### src/rtl/node_position_streamer_pkg.sv
// Shared types and constants for the node-position streamer and its snapshot bank.
package node_position_streamer_pkg;

  localparam int COORD_W_DEF = 32;
  localparam int OVR_W       = 16;

  typedef enum logic {
    IDLE   = 1'b0,
    STREAM = 1'b1
  } stream_state_t;

  // Node i occupies bits [(i+1)*coord_w-1 : i*coord_w] of a packed position bus.
  function automatic int node_lsb(input int node, input int coord_w);
    return node * coord_w;
  endfunction

endpackage

### src/rtl/node_snapshot_bank.sv
// Frozen copy of every node's x/y position, loaded in one cycle, read one node at a time.
module node_snapshot_bank
  import node_position_streamer_pkg::*;
#(
  parameter int TOTAL_NODES = 20,
  parameter int COORD_W     = COORD_W_DEF,
  parameter int IDX_W       = 8
) (
  input  logic                           clk,
  input  logic                           reset,
  input  logic                           load,
  input  logic [TOTAL_NODES*COORD_W-1:0] nodes_x,
  input  logic [TOTAL_NODES*COORD_W-1:0] nodes_y,
  input  logic [IDX_W-1:0]               rd_index,
  output logic [COORD_W-1:0]             rd_x,
  output logic [COORD_W-1:0]             rd_y
);

  logic [COORD_W-1:0] snap_x [TOTAL_NODES];
  logic [COORD_W-1:0] snap_y [TOTAL_NODES];

  always_ff @(posedge clk or negedge reset) begin
    if (!reset) begin
      for (int i = 0; i < TOTAL_NODES; i++) begin
        snap_x[i] <= '0;
        snap_y[i] <= '0;
      end
    end else if (load) begin
      for (int i = 0; i < TOTAL_NODES; i++) begin
        snap_x[i] <= nodes_x[node_lsb(i, COORD_W) +: COORD_W];
        snap_y[i] <= nodes_y[node_lsb(i, COORD_W) +: COORD_W];
      end
    end
  end

  // Compare-based mux keeps out-of-range index values harmless and width-clean.
  always_comb begin
    rd_x = '0;
    rd_y = '0;
    for (int i = 0; i < TOTAL_NODES; i++) begin
      if (rd_index == IDX_W'(i)) begin
        rd_x = snap_x[i];
        rd_y = snap_y[i];
      end
    end
  end

endmodule

### src/rtl/node_position_streamer.sv
// Snapshots all rope node positions on a frame tick and streams them one node per beat.
module node_position_streamer
  import node_position_streamer_pkg::*;
#(
  parameter int TOTAL_NODES = 20,
  parameter int COORD_W     = COORD_W_DEF,
  parameter int IDX_W       = 8
) (
  input  logic                           clk,
  input  logic                           reset,
  input  logic [TOTAL_NODES*COORD_W-1:0] nodes_x,
  input  logic [TOTAL_NODES*COORD_W-1:0] nodes_y,
  input  logic                           frame_tick,
  input  logic                           out_ready,
  output logic                           out_valid,
  output logic [COORD_W-1:0]             out_x,
  output logic [COORD_W-1:0]             out_y,
  output logic [IDX_W-1:0]               out_index,
  output logic                           out_first,
  output logic                           out_last,
  output logic                           busy,
  output logic [OVR_W-1:0]               overrun_count
);

  localparam logic [IDX_W-1:0] LAST_IDX = IDX_W'(TOTAL_NODES - 1);

  stream_state_t    state;
  logic [IDX_W-1:0] index;
  logic             streaming;
  logic             final_xfer;
  logic             load;

  assign streaming  = (state == STREAM);
  assign final_xfer = streaming && out_ready && (index == LAST_IDX);
  assign load       = frame_tick && (!streaming || final_xfer);

  node_snapshot_bank #(
    .TOTAL_NODES(TOTAL_NODES),
    .COORD_W    (COORD_W),
    .IDX_W      (IDX_W)
  ) u_bank (
    .clk     (clk),
    .reset   (reset),
    .load    (load),
    .nodes_x (nodes_x),
    .nodes_y (nodes_y),
    .rd_index(index),
    .rd_x    (out_x),
    .rd_y    (out_y)
  );

  always_ff @(posedge clk or negedge reset) begin
    if (!reset) begin
      state         <= IDLE;
      index         <= '0;
      overrun_count <= '0;
    end else begin
      case (state)
        IDLE: begin
          if (frame_tick) begin
            state <= STREAM;
            index <= '0;
          end
        end
        STREAM: begin
          // A tick is only accepted on the final handshake; anywhere else it is dropped.
          if (frame_tick && !final_xfer && overrun_count != '1)
            overrun_count <= overrun_count + OVR_W'(1);
          if (out_ready) begin
            if (index == LAST_IDX) begin
              index <= '0;
              if (!frame_tick) state <= IDLE;
            end else begin
              index <= index + IDX_W'(1);
            end
          end
        end
        default: begin
          state <= IDLE;
          index <= '0;
        end
      endcase
    end
  end

  assign out_valid = streaming;
  assign busy      = streaming;
  assign out_index = index;
  assign out_first = streaming && (index == '0);
  assign out_last  = streaming && (index == LAST_IDX);

  assert property (@(posedge clk) disable iff (!reset) index <= LAST_IDX);

endmodule

### config.mk
export PLATFORM = sky130hd
export DESIGN_NAME = node_position_streamer
export DESIGN_NICKNAME = d
export VERILOG_FILES = /design/src/rtl/node_position_streamer_pkg.sv /design/src/rtl/node_snapshot_bank.sv /design/src/rtl/node_position_streamer.sv
export SDC_FILE = /design/constraint.sdc
export NUM_CORES = 2
export LEC_CHECK = 0
export CAP_MARGIN = 25
export CORE_AREA = 2 2 542 544
export CTS_BUF_LIST = sky130_fd_sc_hd__clkbuf_8
export CTS_CLUSTER_DIAMETER = 100
export DETAILED_ROUTE_END_ITERATION = 6
export DIE_AREA = 0 0 544 546
export DONT_BUFFER_PORTS = 1
export PLACE_DENSITY_LB_ADDON = 0.08
export SLEW_MARGIN = 40
export SYNTH_ARGS = -nofsm -noshare
export SYNTH_HDL_FRONTEND = slang
export SYNTH_HIERARCHICAL = 1
export SYNTH_SLANG_ARGS = --single-unit
### constraint.sdc
create_clock -name clk -period 3.4 [get_ports clk]
set_input_delay 0.51 -clock clk [delete_from_list [all_inputs] [get_ports clk]]
set_output_delay 0.51 -clock clk [all_outputs]
set_load 0.01 [all_outputs]
Word level (Yosys, flattened, before mapping)
Cells that the tools add are included.
Word-level totals
  bits in registers: 1305
  word-level logic and storage cells: 129
Operators by class
  $add $sub $neg: 2
  equal/unequal tests: 22
  mux-type cells: 48
  bitwise operators: 1
  reduce and logical (&&, ||, !) cells: 13
Operator list (number)
  $mux W32: 40
  $eq A8 B4 Y1 const B: 8
  $eq A8 B3 Y1 const B: 4
  $eq A8 B5 Y1 const B: 4
  $mux W8: 3
  $add A16 B1 Y16 const B: 1
  $eq A8 B2 Y1 const B: 2
  $ne A16 B16 Y1 const B: 1
  $pmux W8 S2: 1
  $add A8 B1 Y8 const B: 1
  $eq A8 B1 Y1 const B: 1
  $logic_not A8 Y1: 1
  $logic_and A1 B1 Y1: 7
  $ne A2 B2 Y1 const B: 2
  $reduce_and A2 Y1: 2
  $mux W1: 3
  $logic_not A1 Y1: 2
  $pmux W1 S2: 1
  $logic_or A1 B1 Y1: 1
  $not A1 Y1: 1

Depth between registers and ports, before layout
  depth after elaboration: 21
  depth in mapped cells: 11
  gate-level depth less buffers: 6

By module
The synthesis kept the hierarchy.
Modules (own cells, without submodules)
  node_snapshot_bank: instances 1, cells each 4754, area an instance 60453.0 sq um, seq. area each 32030.7 sq um
  node_position_streamer: instances 1, cells each 137, area an instance 1393.8 sq um, seq. area each 625.6 sq um

Worst setup path after synthesis
No wires, ideal clock.
  kind: register to output
  from: register index[7], in the netlist out_index[7]
  to: output out_x[18]
  arrival: 2.316 ns
  slack: 0.574 ns
  stages on the path, launching flop included: 9
  path through: dfrtp_1 -> buf_6 -> or4_4 -> buf_6 -> nor3_4 -> nand3_1 -> a311oi_1 -> o221ai_1 -> a21oi_1
Between the ends
  word-level cells in the longest chain between the ends: 21
  elaborated cells between the ends (all ways): 40
  those cells by class: eq/ne (19); mux (20); reduce/logical (1)
RTL lines
  start: declaration: RTL line node_position_streamer.sv:28  | logic [IDX_W-1:0] index;
  start signal: assignment: RTL line node_position_streamer.sv:74  | index <= index + IDX_W'(1);
  $logic_not A8 Y1: RTL line node_snapshot_bank.sv:41  | if (rd_index == IDX_W'(i)) begin
  $mux W32 (19 in a row): RTL line node_snapshot_bank.sv:41
  $mux W32 *: RTL line node_snapshot_bank.sv:41
  end: declaration: RTL line node_position_streamer.sv:16  | output logic [COORD_W-1:0] out_x,
Mark *: on every way between the ends. The rest lies on a longest branch, timed or not.

Final worst setup path
  from: register index[6], in the netlist out_index[6]
  to: output out_y[1]
Between the ends
  word-level cells in the longest chain between the ends: 21
  elaborated cells between the ends (all ways): 40
  those cells by class: eq/ne (19); mux (20); reduce/logical (1)
RTL lines
  $logic_not A8 Y1: RTL line node_snapshot_bank.sv:41
  $mux W32 (19 in a row): RTL line node_snapshot_bank.sv:41
  $mux W32 *: RTL line node_snapshot_bank.sv:41
  end: declaration: RTL line node_position_streamer.sv:17  | output logic [COORD_W-1:0] out_y,
Marks and branches as above.

==> impl_metrics.yaml <==
clocking:
  cts_tree: "built"
  h-tree-depth: 5
  path_clk_slew_ns: 0.06
  cts_root_buf: "clkbuf_8"
  cts.sinks: 1305
  clk-insertion-delay-late_ns: 0.98
  clockBufferDepth: 4
  cts_buffers: 278
routing:
  drtAntennaViolNets: 0
  vias: 52400
  routed_wl_um: 385000
  wl_per_cell_um: 34.3
  drc: 0
  vias_per_cell: 4.66
  firstDrtPassIters: 5
  initialDrtViolationCount: 3129
cells_and_area:
  stdcell_area_mm2: 0.0980
  seq_area_mm2: 0.0327
  synthToLayoutAreaGrowth_pct: 58.5
  drive_gt1_share_pct: 43.4
  n_fill_cell: 29500
  fin_util_pct: 33.6
  multi_input_area_mm2: 0.0306
  nets: 8312
timing:
  tightest_slew_ns: 0.741
  drv_slew: 0
  fin_crit_ns: 4.33
  finalSetupViolCount: 65
  fin_worst_skew_ns: 0.0476
  rsz0062_at_grt: "yes"
  fmax_mhz: 231
  setup_slack_ns: -0.934
  hold_viol: 0
  slew_headroom_pct: 50.1
  fin_crit_sh_pct: 127
yosys:
  synth_top_cell_by_area: "dfrtp_1"
  netlist_instances: 4891
  synth-async-reset-ratio_pct: 100
  yosys.cell_types.count: 91
  synth_seq_cells: 1305
  seq_area_frac_synth_pct: 52.8
  syn_nets: 6178
  synth.top_cell.area_share_pct: 52.8
  synthFlopType: "dfrtp_1"
  avgSynthCellArea_um2: 12.6
  syn_area_mm2: 0.0618
  synth-edff-count: 0
  yosys_warnings: 6
  synthTopCellsByArea: "dfrtp_1, mux2_2, mux2i_1, mux4_2, a21oi_1"
setup_path:
  crit_slowest_cell: "or4_4"
  rr_endpoint: "u_bank/snap_x[583]$_DFFE_PN0P_"
  slowest_delay_ns: 0.68
  cp_cell_sequence: "or4_4 -> nor2_4 -> buf_4 -> nand3_1 -> a21oi_2 -> a221oi_2 -> buf_4 -> o211ai_1 -> buf_4"
  crit_path_end_kind: "output pin"
  worstPathArrival_ns: 3.82
  critPathMostFrequentCell: "buf_4"
  cp_top_family: "simple AND/OR/NAND/NOR gates"
  rr_worst_depth: 10
  start_kind: "flip-flop"
  required_ns: 2.89
  critPathMaxFanout: 7
  critPathKind: "flip-flop to output pin"
  crit_buf_inv: 3
  rrSetupSlack_ns: 0.19
  worstReg2RegStart: "out_index[2]$_DFFE_PN0P_"
run_status:
  status: "complete, but fails checks"
  violations: "setup timing"
hold_path:
  hold_class: "input port to async pin"
die:
  die_h_um: 546
  io_pins: 1376
  dieArea_mm2: 0.297
  start_util_pct: 21.2
  rows: 199
  die_x_um: 544
  coreArea_mm2: 0.292
pwr:
  peakVddDrop_mv: 0.294
  power.leakage_nw: 44.4
  p_per_area_mw_per_mm2: 613
global_route:
  grt_pass1_vias: 56300
  grt_use_total_pct: 24.9
  grt_antenna_before_repair: 236
  overflow: 0
  grt_max_degree: 98
  grt_first_pass_wirelength_um: 506000
placed_design:
  dpl_cell_area_mm2: 0.0724
  io_buffers: 0
  gp_congestion: 0.839
  hpwl_um: 296000
job:
  drv_cap: 0
## power by group
part	total (mW)	internal [mW]	switching [mW]	leakage, nW
sequential	19.5	17.8	1.71	18.0
clock	17.1	9.10	8.05	3.10
combinational	23.4	10.8	12.7	23.3
## per-stage QoR
| stage | instances | TNS, ns | hold WS [ns] | setup slack, ns | total power [mW] |
|---|---|---|---|---|---|
| 6_report | 11200 | -46.35 | 0.0601 | -0.934 | 60.1 |
| 5_1_grt | 11200 | -55.20 | 0.00620 | -1.03 | 62.7 |
| 4_1_cts | 11000 | -60.62 | 0.0403 | -1.05 | 59.1 |
| 3_5_place_dp | 9108 | -5.97 | 0.216 | -0.592 | 37.2 |
| 3_3_place_gp | 9097 | -15.40 | 0.216 | -0.841 | 37.1 |
| 2_1_floorplan | 4891 | 0 | 0.214 | 0.574 | 26.0 |
## synthesized netlist by cell type, drive strengths merged (35+ instances only)
master and instances:
mux2 1330, dfrtp 1305, a21oi 264, clkbuf 239, nand2 217, o21ai 207
nor2 192, mux2i 149, buf 142, nand3 62, mux4 61, a211oi 56
a22oi 56, o221ai 47, o22ai 46, o211ai 42, nor3 38, a221oi 37
a31oi 37, inv 35
## what timing repair did
| item | CTS | global route |
|---|---|---|
| pin swaps | 111 | 166 |
| hold buffers | 1283 | 1 |
| endpoints found under the setup margin | 66 | 73 |
| setup buffers | 131 | 147 |
| endpoints found under the hold margin | 1675 | 79 |
| gates cloned | 18 | 10 |
| resized for setup | 471 | 405 |
## sequential cells by signal, summed over array words and instances, names as in the netlist
name,count
busy,1
out_index,8
overrun_count,16
u_bank/snap_x,640
u_bank/snap_y,640
## how the worst max path moves through the flow
| stage | slack (ns) | endpoint | cells after the start | start |
|---|---|---|---|---|
| 2_1_floorplan | 0.57 | out_x[18] | 8 | out_index[7]$_DFFE_PN0P_ |
| 3_5_place_dp | -0.59 | out_x[28] | 11 | out_index[0]$_DFFE_PN0P_ |
| 6_report | -0.93 | out_y[1] | 9 | out_index[6]$_DFFE_PN0P_ |
| 5_1_grt | -1.03 | out_y[1] | 9 | out_index[6]$_DFFE_PN0P_ |
| 3_3_place_gp | -0.84 | out_x[28] | 11 | out_index[0]$_DFFE_PN0P_ |
| 4_1_cts | -1.05 | out_y[1] | 10 | out_index[6]$_DFFE_PN0P_ |
## routing by layer
metal	wire (µm)	global-route usage, %
met2	187000	43.0
met3	25200	5.92
met4	14200	7.52
met5	659	0
met1	158000	30.5
## kinds of logic (layout without fill, tap and decap cells)
logic type	count (synthesis)	count (layout)	synth area share, %
mux	1540	1540	28.9
flops	1305	1305	52.8
compound gates	959	959	10.2
simple gates	657	657	5.06
buf+inv	416	2738	2.86
xor+xnor	11	11	0.156
fa+ha+maj	3	3	0.0607
other cells	0	106	0
## layout make-up
type | count | share of cell area, %
tap | 3919 | 5.00
clock inverter | 138 | 0.800
antenna | 106 | 0.271
multi-input combinational | 3170 | 31.2
inverter | 35 | 0.163
timing repair buffer | 2235 | 24.6
sequential | 1305 | 33.3
clock buffer | 330 | 4.63
## cells in the final DEF (no fill, tap or decap), drive strengths merged, types with 146 or more instances in the layout
cell type    count
a21oi          264
mux2          1330
mux2i          149
clkbuf         341
buf            929
nand2          217
inv            146
o21ai          207
nor2           192
dlygate4sd3   1283
dfrtp         1305
Power figures use the tool's default switching activity.
